===== config.mk =====
export PLATFORM = sky130hd
export DESIGN_NAME = hazard_stall_unit_flat
export DESIGN_NICKNAME = d
export VERILOG_FILES = /design/src/rtl/hazard_stall_unit_pkg.sv /design/src/rtl/hazard_stall_unit_if.sv /design/src/rtl/hazard_stall_unit_sat_counter.sv /design/src/rtl/hazard_stall_unit.sv /design/src/flat_wrapper.sv
export SDC_FILE = /design/constraint.sdc
export NUM_CORES = 1
export LEC_CHECK = 0
export ABC_AREA = 1
export BUFFER_PORTS_ARGS = -buffer_cell sky130_fd_sc_hd__buf_2
export CORE_ASPECT_RATIO = 0.7
export CORE_MARGIN = 2
export CORE_UTILIZATION = 55
export CTS_CLUSTER_DIAMETER = 50
export DETAILED_ROUTE_END_ITERATION = 7
export MAX_ROUTING_LAYER = met4
export PLACE_DENSITY = 0.8
export SYNTH_ARGS = -nofsm -noshare
export SYNTH_HDL_FRONTEND = slang
export SYNTH_SLANG_ARGS = --single-unit

===== constraint.sdc =====
create_clock -name clk -period 3.7 [get_ports clk]
set_input_delay 0.555 -clock clk [delete_from_list [all_inputs] [get_ports clk]]
set_output_delay 0.555 -clock clk [all_outputs]
set_load 0.02 [all_outputs]

===== src/rtl/hazard_stall_unit_pkg.sv =====
// Shared core definitions for the hazard/stall unit: opcodes, MUL funct7,
// FSM states, the pipeline-control bundle and the load-use detector.
package hazard_stall_unit_pkg;

  localparam logic [6:0] OP_ALU_R  = 7'b0110011;
  localparam logic [6:0] OP_LOAD   = 7'b0000011;
  localparam logic [6:0] OP_STORE  = 7'b0100011;
  localparam logic [6:0] OP_BRANCH = 7'b1100011;
  localparam logic [6:0] OP_JAL    = 7'b1101111;
  localparam logic [6:0] OP_JALR   = 7'b1100111;

  localparam logic [6:0] FUNCT7_MUL = 7'b0000001;

  typedef enum logic [0:0] {
    S_RUN  = 1'b0,
    S_MULT = 1'b1
  } hz_state_t;

  typedef struct packed {
    logic pc_write;
    logic if_id_write;
    logic id_ex_write;
    logic id_ex_bubble;
    logic if_id_flush;
    logic ex_mem_bubble;
  } pipe_ctrl_t;

  localparam pipe_ctrl_t CTRL_RUN = '{pc_write: 1'b1, if_id_write: 1'b1, id_ex_write: 1'b1,
                                      id_ex_bubble: 1'b0, if_id_flush: 1'b0, ex_mem_bubble: 1'b0};
  localparam pipe_ctrl_t CTRL_MULT = '{pc_write: 1'b0, if_id_write: 1'b0, id_ex_write: 1'b0,
                                       id_ex_bubble: 1'b0, if_id_flush: 1'b0, ex_mem_bubble: 1'b1};
  localparam pipe_ctrl_t CTRL_REDIRECT = '{pc_write: 1'b1, if_id_write: 1'b1, id_ex_write: 1'b1,
                                           id_ex_bubble: 1'b1, if_id_flush: 1'b1, ex_mem_bubble: 1'b0};
  localparam pipe_ctrl_t CTRL_LOAD_USE = '{pc_write: 1'b0, if_id_write: 1'b0, id_ex_write: 1'b1,
                                           id_ex_bubble: 1'b1, if_id_flush: 1'b0, ex_mem_bubble: 1'b0};

  // x0 is hard-wired to zero, so a load targeting it never creates a hazard.
  function automatic logic load_use_hit(input logic       mem_read,
                                        input logic [4:0] rd,
                                        input logic [4:0] rs1,
                                        input logic [4:0] rs2,
                                        input logic       uses_rs1,
                                        input logic       uses_rs2);
    return mem_read && (rd != 5'd0) &&
           ((uses_rs1 && (rs1 == rd)) || (uses_rs2 && (rs2 == rd)));
  endfunction

endpackage


===== src/rtl/hazard_stall_unit_if.sv =====
// Pipeline-facing bundle: decoded ID/EX hazard inputs and the resulting
// register enables, bubbles and flushes.
interface hazard_stall_unit_if;
  logic [4:0] id_rs1;
  logic [4:0] id_rs2;
  logic       id_uses_rs1;
  logic       id_uses_rs2;
  logic       id_ex_mem_read;
  logic [4:0] id_ex_rd;
  logic       ex_is_mult;
  logic       ex_redirect;

  logic       pc_write;
  logic       if_id_write;
  logic       id_ex_write;
  logic       id_ex_bubble;
  logic       if_id_flush;
  logic       ex_mem_bubble;
  logic       mult_busy;

  modport master (
    output id_rs1, id_rs2, id_uses_rs1, id_uses_rs2,
           id_ex_mem_read, id_ex_rd, ex_is_mult, ex_redirect,
    input  pc_write, if_id_write, id_ex_write, id_ex_bubble,
           if_id_flush, ex_mem_bubble, mult_busy
  );

  modport slave (
    input  id_rs1, id_rs2, id_uses_rs1, id_uses_rs2,
           id_ex_mem_read, id_ex_rd, ex_is_mult, ex_redirect,
    output pc_write, if_id_write, id_ex_write, id_ex_bubble,
           if_id_flush, ex_mem_bubble, mult_busy
  );
endinterface


===== src/rtl/hazard_stall_unit_sat_counter.sv =====
// Saturating up-counter used for the stall performance counters.
module sat_counter #(
  parameter int WIDTH = 16
) (
  input  logic             clk,
  input  logic             arst_n,
  input  logic             inc,
  input  logic             clr,
  output logic [WIDTH-1:0] count
);

  localparam logic [WIDTH-1:0] ONE = {{(WIDTH-1){1'b0}}, 1'b1};

  logic [WIDTH-1:0] count_reg;

  always_ff @(posedge clk or negedge arst_n) begin
    if (!arst_n) begin
      count_reg <= '0;
    end else if (clr) begin
      count_reg <= '0;
    end else if (inc && (count_reg != '1)) begin
      count_reg <= count_reg + ONE;
    end
  end

  assign count = count_reg;

endmodule


===== src/rtl/hazard_stall_unit.sv =====
// Hazard unit for the 5-stage core: load-use stalls, multi-cycle MUL holds,
// redirect flushes, plus saturating stall counters.
module hazard_stall_unit
  import hazard_stall_unit_pkg::*;
#(
  parameter int MULT_LAT = 3,
  parameter int PERF_W   = 16
) (
  input  logic                  clk,
  input  logic                  arst_n,
  hazard_stall_unit_if.slave    hif,
  output logic [PERF_W-1:0]     perf_mult_stalls,
  output logic [PERF_W-1:0]     perf_lu_stalls
);

  localparam int CNT_W = (MULT_LAT > 2) ? $clog2(MULT_LAT) : 1;
  localparam logic [CNT_W-1:0] CNT_LOAD = CNT_W'(MULT_LAT - 2);
  localparam logic [CNT_W-1:0] CNT_ONE  = CNT_W'(1);

  hz_state_t        state_reg, state_next;
  logic [CNT_W-1:0] cnt_reg, cnt_next;
  logic             mult_stall;
  logic             load_use;
  pipe_ctrl_t       ctrl;

  always_ff @(posedge clk or negedge arst_n) begin
    if (!arst_n) begin
      state_reg <= S_RUN;
      cnt_reg   <= '0;
    end else begin
      state_reg <= state_next;
      cnt_reg   <= cnt_next;
    end
  end

  // The MUL's entry cycle already stalls from S_RUN; S_MULT covers the rest
  // and releases on the cycle the result is valid.
  always_comb begin
    state_next = state_reg;
    cnt_next   = cnt_reg;
    mult_stall = 1'b0;
    case (state_reg)
      S_RUN: begin
        if (hif.ex_is_mult) begin
          mult_stall = 1'b1;
          state_next = S_MULT;
          cnt_next   = CNT_LOAD;
        end
      end
      S_MULT: begin
        if (cnt_reg != '0) begin
          mult_stall = 1'b1;
          cnt_next   = cnt_reg - CNT_ONE;
        end else begin
          state_next = S_RUN;
        end
      end
      default: begin
        state_next = S_RUN;
        cnt_next   = '0;
      end
    endcase
  end

  assign load_use = load_use_hit(hif.id_ex_mem_read, hif.id_ex_rd, hif.id_rs1,
                                 hif.id_rs2, hif.id_uses_rs1, hif.id_uses_rs2);

  // Redirect wins over load-use: the dependent instruction is being flushed anyway.
  always_comb begin
    ctrl = CTRL_RUN;
    if (!arst_n) begin
      ctrl = CTRL_RUN;
    end else if (mult_stall) begin
      ctrl = CTRL_MULT;
    end else if (hif.ex_redirect) begin
      ctrl = CTRL_REDIRECT;
    end else if (load_use) begin
      ctrl = CTRL_LOAD_USE;
    end
  end

  assign hif.pc_write      = ctrl.pc_write;
  assign hif.if_id_write   = ctrl.if_id_write;
  assign hif.id_ex_write   = ctrl.id_ex_write;
  assign hif.id_ex_bubble  = ctrl.id_ex_bubble;
  assign hif.if_id_flush   = ctrl.if_id_flush;
  assign hif.ex_mem_bubble = ctrl.ex_mem_bubble;
  assign hif.mult_busy     = (state_reg == S_MULT);

  sat_counter #(.WIDTH(PERF_W)) u_mult_cnt (
    .clk   (clk),
    .arst_n(arst_n),
    .inc   (mult_stall),
    .clr   (1'b0),
    .count (perf_mult_stalls)
  );

  sat_counter #(.WIDTH(PERF_W)) u_lu_cnt (
    .clk   (clk),
    .arst_n(arst_n),
    .inc   (load_use && !hif.ex_redirect && !mult_stall),
    .clr   (1'b0),
    .count (perf_lu_stalls)
  );

endmodule

===== src/flat_wrapper.sv =====
// flat-port wrapper written by rule: the top's interface ports become plain ports
module hazard_stall_unit_flat import hazard_stall_unit_pkg::*;
#(
  parameter int MULT_LAT = 3,
  parameter int PERF_W   = 16
)
  (clk, arst_n, perf_mult_stalls, perf_lu_stalls, hif_id_rs1, hif_id_rs2, hif_id_uses_rs1, hif_id_uses_rs2, hif_id_ex_mem_read, hif_id_ex_rd, hif_ex_is_mult, hif_ex_redirect, hif_pc_write, hif_if_id_write, hif_id_ex_write, hif_id_ex_bubble, hif_if_id_flush, hif_ex_mem_bubble, hif_mult_busy);
  hazard_stall_unit_if hif_i ();
  input  logic clk;
  input  logic arst_n;
  output logic [PERF_W-1:0] perf_mult_stalls;
  output logic [PERF_W-1:0] perf_lu_stalls;
  input wire logic [$bits(hif_i.id_rs1)-1:0] hif_id_rs1;
  input wire logic [$bits(hif_i.id_rs2)-1:0] hif_id_rs2;
  input wire logic [$bits(hif_i.id_uses_rs1)-1:0] hif_id_uses_rs1;
  input wire logic [$bits(hif_i.id_uses_rs2)-1:0] hif_id_uses_rs2;
  input wire logic [$bits(hif_i.id_ex_mem_read)-1:0] hif_id_ex_mem_read;
  input wire logic [$bits(hif_i.id_ex_rd)-1:0] hif_id_ex_rd;
  input wire logic [$bits(hif_i.ex_is_mult)-1:0] hif_ex_is_mult;
  input wire logic [$bits(hif_i.ex_redirect)-1:0] hif_ex_redirect;
  output wire logic [$bits(hif_i.pc_write)-1:0] hif_pc_write;
  output wire logic [$bits(hif_i.if_id_write)-1:0] hif_if_id_write;
  output wire logic [$bits(hif_i.id_ex_write)-1:0] hif_id_ex_write;
  output wire logic [$bits(hif_i.id_ex_bubble)-1:0] hif_id_ex_bubble;
  output wire logic [$bits(hif_i.if_id_flush)-1:0] hif_if_id_flush;
  output wire logic [$bits(hif_i.ex_mem_bubble)-1:0] hif_ex_mem_bubble;
  output wire logic [$bits(hif_i.mult_busy)-1:0] hif_mult_busy;
  assign hif_i.id_rs1 = hif_id_rs1;
  assign hif_i.id_rs2 = hif_id_rs2;
  assign hif_i.id_uses_rs1 = hif_id_uses_rs1;
  assign hif_i.id_uses_rs2 = hif_id_uses_rs2;
  assign hif_i.id_ex_mem_read = hif_id_ex_mem_read;
  assign hif_i.id_ex_rd = hif_id_ex_rd;
  assign hif_i.ex_is_mult = hif_ex_is_mult;
  assign hif_i.ex_redirect = hif_ex_redirect;
  assign hif_pc_write = hif_i.pc_write;
  assign hif_if_id_write = hif_i.if_id_write;
  assign hif_id_ex_write = hif_i.id_ex_write;
  assign hif_id_ex_bubble = hif_i.id_ex_bubble;
  assign hif_if_id_flush = hif_i.if_id_flush;
  assign hif_ex_mem_bubble = hif_i.ex_mem_bubble;
  assign hif_mult_busy = hif_i.mult_busy;
  hazard_stall_unit #(.MULT_LAT(MULT_LAT), .PERF_W(PERF_W)) u_core (.clk(clk), .arst_n(arst_n), .hif(hif_i), .perf_mult_stalls(perf_mult_stalls), .perf_lu_stalls(perf_lu_stalls));
endmodule

# Word level (Yosys, flattened, before mapping)
# Index checks and enable logic that the tools add are counted.
[totals] elab_cells=38 output_inout_bits=39 mem_bits_rw=0 romBits=0 n_memories=0 latchBits=0 regBits=35
[op_classes] div_mod_pow=0 magnitude_cmp=0 n_reduce_logical=14 muxes=10 shift=0 bitwise=1 n_eq_ne=6 mul=0 add_sub_neg=3
[ops] cell="16-bit by 1-bit adder with 16-bit output, second input constant" count=2
[ops] cell="16-bit inequality test, second input constant" count=2
[ops] cell="6-bit two-way mux" count=4
[ops] cell="5-bit equality test" count=2
[ops] cell="1-bit logical AND" count=8
[ops] cell="5-bit nonzero test" count=1
[ops] cell="2-bit two-way mux" count=2
[ops] cell="2-bit inequality test, second input constant" count=2
[ops] cell="2-bit one-hot mux with 2 select lines" count=1
[ops] cell="1-bit zero test" count=2
[ops] cell="1-bit two-way mux" count=2
[ops] cell="1-bit one-hot mux with 2 select lines" count=1
[ops] cell="2-bit AND reduction" count=1
[ops] cell="2-bit nonzero test" count=1
[ops] cell="2-bit by 1-bit subtractor with 2-bit output, second input constant" count=1
[ops] cell="1-bit logical OR" count=1
[ops] cell="1-bit inverter" count=1

# Logic depth before layout (Yosys ltp)
[logic_depth] ltp_word=8 ltp_mapped=11 depth_no_buf=10

# Cells and area by module
# From an unflattened synthesis, not the netlist that was laid out.
[hier_totals] hier_cells=372 area_unflattened_um2=2494.9
[by_module_without_submodules] mod="sat_counter" n_inst=2 area_each_um2=1037.2 seq_area_each_um2=400.4 cells_per_inst=144
[by_module_without_submodules] mod="hazard_stall_unit" n_inst=1 area_each_um2=420.4 seq_area_each_um2=75.1 cells_per_inst=84

# Worst setup path before layout
# OpenSTA, ideal clock, no wires.
[synth_path] kind="register -> output" from="register u_core.cnt_reg[0]" to="output hif_id_ex_write" path_slack_ns=1.629 n_path_buf=0 arrival_time_ns=1.516 path_stages_with_launch=8 required_time_ns=3.145 cell_sequence="dfrtp_1 > inv_1 > ha_1 > or2_4 > nand2_4 > inv_2 > nor2_1 > inv_1"
[synth_via] elab_chain_cells=5
[synth_rtl] item="start: declaration" line_no="hazard_stall_unit.sv:21" rtl="logic [CNT_W-1:0] cnt_reg, cnt_next;"
[synth_rtl] item="start signal: assignment" line_no="hazard_stall_unit.sv:32" rtl="cnt_reg <= cnt_next;"
[synth_rtl] item="2-bit nonzero test" line_no="hazard_stall_unit.sv:51" rtl="if (cnt_reg != '0) begin"
[synth_rtl] item="1-bit two-way mux" line_no="hazard_stall_unit.sv:51"
[synth_rtl] item="1-bit one-hot mux with 2 select lines" line_no="hazard_stall_unit.sv:42" rtl="case (state_reg)"
[synth_rtl] item="named net u_core.mult_stall" line_no="hazard_stall_unit.sv:22" rtl="logic mult_stall;"
[synth_rtl] item="6-bit two-way mux" line_no="hazard_stall_unit.sv:73" rtl="end else if (mult_stall) begin"
[synth_rtl] item="6-bit two-way mux" line_no="hazard_stall_unit.sv:71" rtl="if (!arst_n) begin"
[synth_rtl] item="end: declaration" line_no="flat_wrapper.sv:23" rtl="output wire logic [$bits(hif_i.id_ex_write)-1:0] hif_id_ex_write;"
# The timed path passes the listed nets, and every way through them passes these cells.

# Worst setup path after layout
# Ends and elaborated chain as after synthesis.

==> summary.txt <==
status -> finished, final reports clean
CTS tree -> built
number of flops mapped to enable cells by yosys -> 0
worst setup margin -> 1.41 ns
register clock-pin slew on the reported worst setup and hold paths -> 0.07 ns
fill cell count -> 381
vias in the first global route -> 2,129
post-CTS sizing -> 0
GPL Wtd Cong -> 0.867
IO Port Bufs -> 60
Cells after Synth -> 333
DRT Wirelength -> 5550 um
flops & latches, synth -> 35
CP max FO -> 9
fin crit share -> 0.620
crit path DAT -> 1.74 ns
max cap viols -> 0
clk_skew -> 0.00452 ns
worst vdd ir -> 396 uV
Final Util -> 0.679
clock sinks -> 35
share of the yosys chip area belonging to registers -> 0.350
largest net degree at the start of global routing -> 20
Setup TNS -> 0 ns
Remaining Overflow, GRT -> 0
drt drc -> 0
Worst slew margin -> 0.695
Setup violations, final -> 0
Leak Pwr -> 0.00164 uW
layout cells sized above 1 -> 0.311
vias -> 2,224
ys flop type -> dfrtp_1
clock root buffer -> clkbuf_8
# hold bufs at CTS -> 0
postcts setup bufs -> 0
Die Y -> 60.4 um
Multi-input gate area -> 0.00134 mm^2
syn nets -> 358
Final Max Tran Viols -> 0
synthesis warning total -> 0
Chip Width -> 84.6 um
Worst EP required -> 3.14 ns
row count -> 20
area leader, netlist -> dfrtp_1
DR vias/cell -> 4.90
Setup crit end kind -> output port
Slew @ Worst Pin -> 0.458 ns
FF-to-FF setup slack -> 1.96 ns
CTS H-tree lvls -> 2
first-pass iteration count of the detailed router -> 4
remaining antenna violation count -> 0
Tmin final -> 2.29 ns
worst hold path class -> in -> async
Netlist cell types -> 33
Area Overhead vs Synth -> 18.2%
# IOs -> 61
syn avg cell area -> 7.51 um^2
clk buf depth -> 2
Fin. Hold Viols -> 0
ys async rst share -> 1.00
max frequency -> 436 MHz
All-Layer GR Usage -> 0.250
Die ar. -> 0.00511 mm^2
PD cells -> 456 mW/mm^2
CP startpoint kind -> register
Worst-Skew Late Latency -> 0.29 ns
starting density of the core -> 0.575
TritonCTS buffer count -> 5
RSZ-0062 raised after global routing -> false
initial drt markers -> 156
worst setup path class -> reg -> out
DP Worst Slack -> 1.55 ns
DR WL/cell -> 12.2 um
first-pass GRT wire length -> 9670 um
Nets -> 423
top post-synthesis cells by area -> dfrtp_1, nand2_1, inv_1, nand3_2, o21bai_1
antenna cells -> 0
antenna violations before repair -> 0
core footprint -> 0.00435 mm^2
Reg area -> 876 um^2
hpwl dp -> 4140 um
Design Power -> 1350 uW
post-synth top area share -> 0.350
post-synthesis cell area -> 0.00250 mm^2
[placed cells by master (no fill, tap or decap)]
cell type / Yosys / routed
nand2_1: 89 / 89
nor3_4: 1 / 1
nand3_4: 2 / 2
inv_2: 17 / 17
xor2_1: 11 / 11
or2_4: 1 / 1
nor2_8: 1 / 1
clkbuf_8: 0 / 6
o21ai_0: 3 / 3
clkinv_1: 1 / 1
clkinv_2: 0 / 1
nor2_2: 6 / 6
nor2_4: 2 / 2
nand2_4: 3 / 3
nand3b_1: 2 / 2
bufinv_16: 0 / 1
nand2_2: 6 / 6
buf_2: 0 / 60
nor3_1: 7 / 7
o22ai_1: 1 / 1
ha_1: 3 / 3
nand3_2: 12 / 12
nand4_1: 4 / 4
xnor2_1: 5 / 5
inv_1: 49 / 49
and2_1: 1 / 1
dfrtp_1: 35 / 35
nor2_1: 26 / 26
nand3_1: 18 / 18
o21bai_1: 16 / 16
nor3_2: 2 / 2
buf_4: 1 / 1
nand4_4: 2 / 2
a21oi_1: 1 / 1
o21ai_1: 3 / 3
[critical path, cell delays in order, from the launching register on]
cell	delay, ns
dfrtp_1	0.33
inv_1	0.06
ha_1	0.19
or2_4	0.26
nand2_4	0.16
inv_2	0.10
nor2_1	0.15
inv_1	0.05
buf_2	0.15
[path summary, 6_finish.rpt]
check / from / end / cells after the start
worst max-delay path: u_core.cnt_reg[0] / hif_id_ex_write / 8
worst min register to register: u_core.u_mult_cnt.count[7] / u_core.u_mult_cnt.count[7] / 1
max in group asynchronous: arst_n / u_core.u_mult_cnt.count[8] / 2
worst max register to register: u_core.u_lu_cnt.count[0] / u_core.u_lu_cnt.count[10] / 8
min in group clk: u_core.u_mult_cnt.count[7] / u_core.u_mult_cnt.count[7] / 1
worst min-delay path: arst_n / u_core.u_lu_cnt.count[8] / 1
[power breakdown]
| group | switching, uW | internal [uW] | total, uW |
|---|---|---|---|
| Combinational | 326 | 155 | 481 |
| Sequential | 59.5 | 444 | 504 |
| Clock | 147 | 218 | 365 |
| Total | 532 | 817 | 1350 |
[kinds of logic (layout without fill, tap and decap cells)]
family,count (synthesis),after routing,share of synthesized area
compound gates,24,24,0.0645
xor+xnor,16,16,0.0560
fa+ha+maj,3,3,0.0150
buf+inv,70,136,0.116
flops,35,35,0.350
simple gates,185,185,0.399
[metrics by stage]
| stage | hold WS, ns | area (um^2) | cells |
|---|---|---|---|
| 2_1_floorplan | 0.259 | 2500 | 333 |
| 3_3_place_gp | 0.506 | 2840 | 446 |
| 3_5_place_dp | 0.511 | 2840 | 446 |
| 4_1_cts | 0.217 | 2960 | 454 |
| 5_1_grt | 0.230 | 2960 | 454 |
| 6_report | 0.203 | 2960 | 454 |
[Yosys cell counts, types with 2 or more instances]
cell,count
inv_1,49
nand3b_1,2
xnor2_1,5
nand3_1,18
nand2_4,3
nand3_2,12
o21ai_1,3
nand3_4,2
nand2_1,89
nand4_4,2
nor2_1,26
nand2_2,6
nor3_2,2
nor2_4,2
nor2_2,6
nand4_1,4
xor2_1,11
nor3_1,7
inv_2,17
dfrtp_1,35
o21ai_0,3
o21bai_1,16
ha_1,3
[layer usage]
layer / part of all wire / track usage / vias to the layer above
met5: 0 / - / -
met4: 0.010 / 0.0794 / 0
met3: 0.062 / 0.0585 / 8
met2: 0.44 / 0.364 / 63
met1: 0.49 / 0.348 / 996
li1: - / - / 1157
[layout make-up]
cell class,count,area share
Timing Repair Buffer,61,0.104
Inverter,67,0.0850
Sequential cell,35,0.296
Clock buffer,6,0.0279
Multi-Input combinational cell,228,0.452
Clock inverter,2,0.0118
Tap cell,55,0.0233
(Power assumes the default switching activity.)
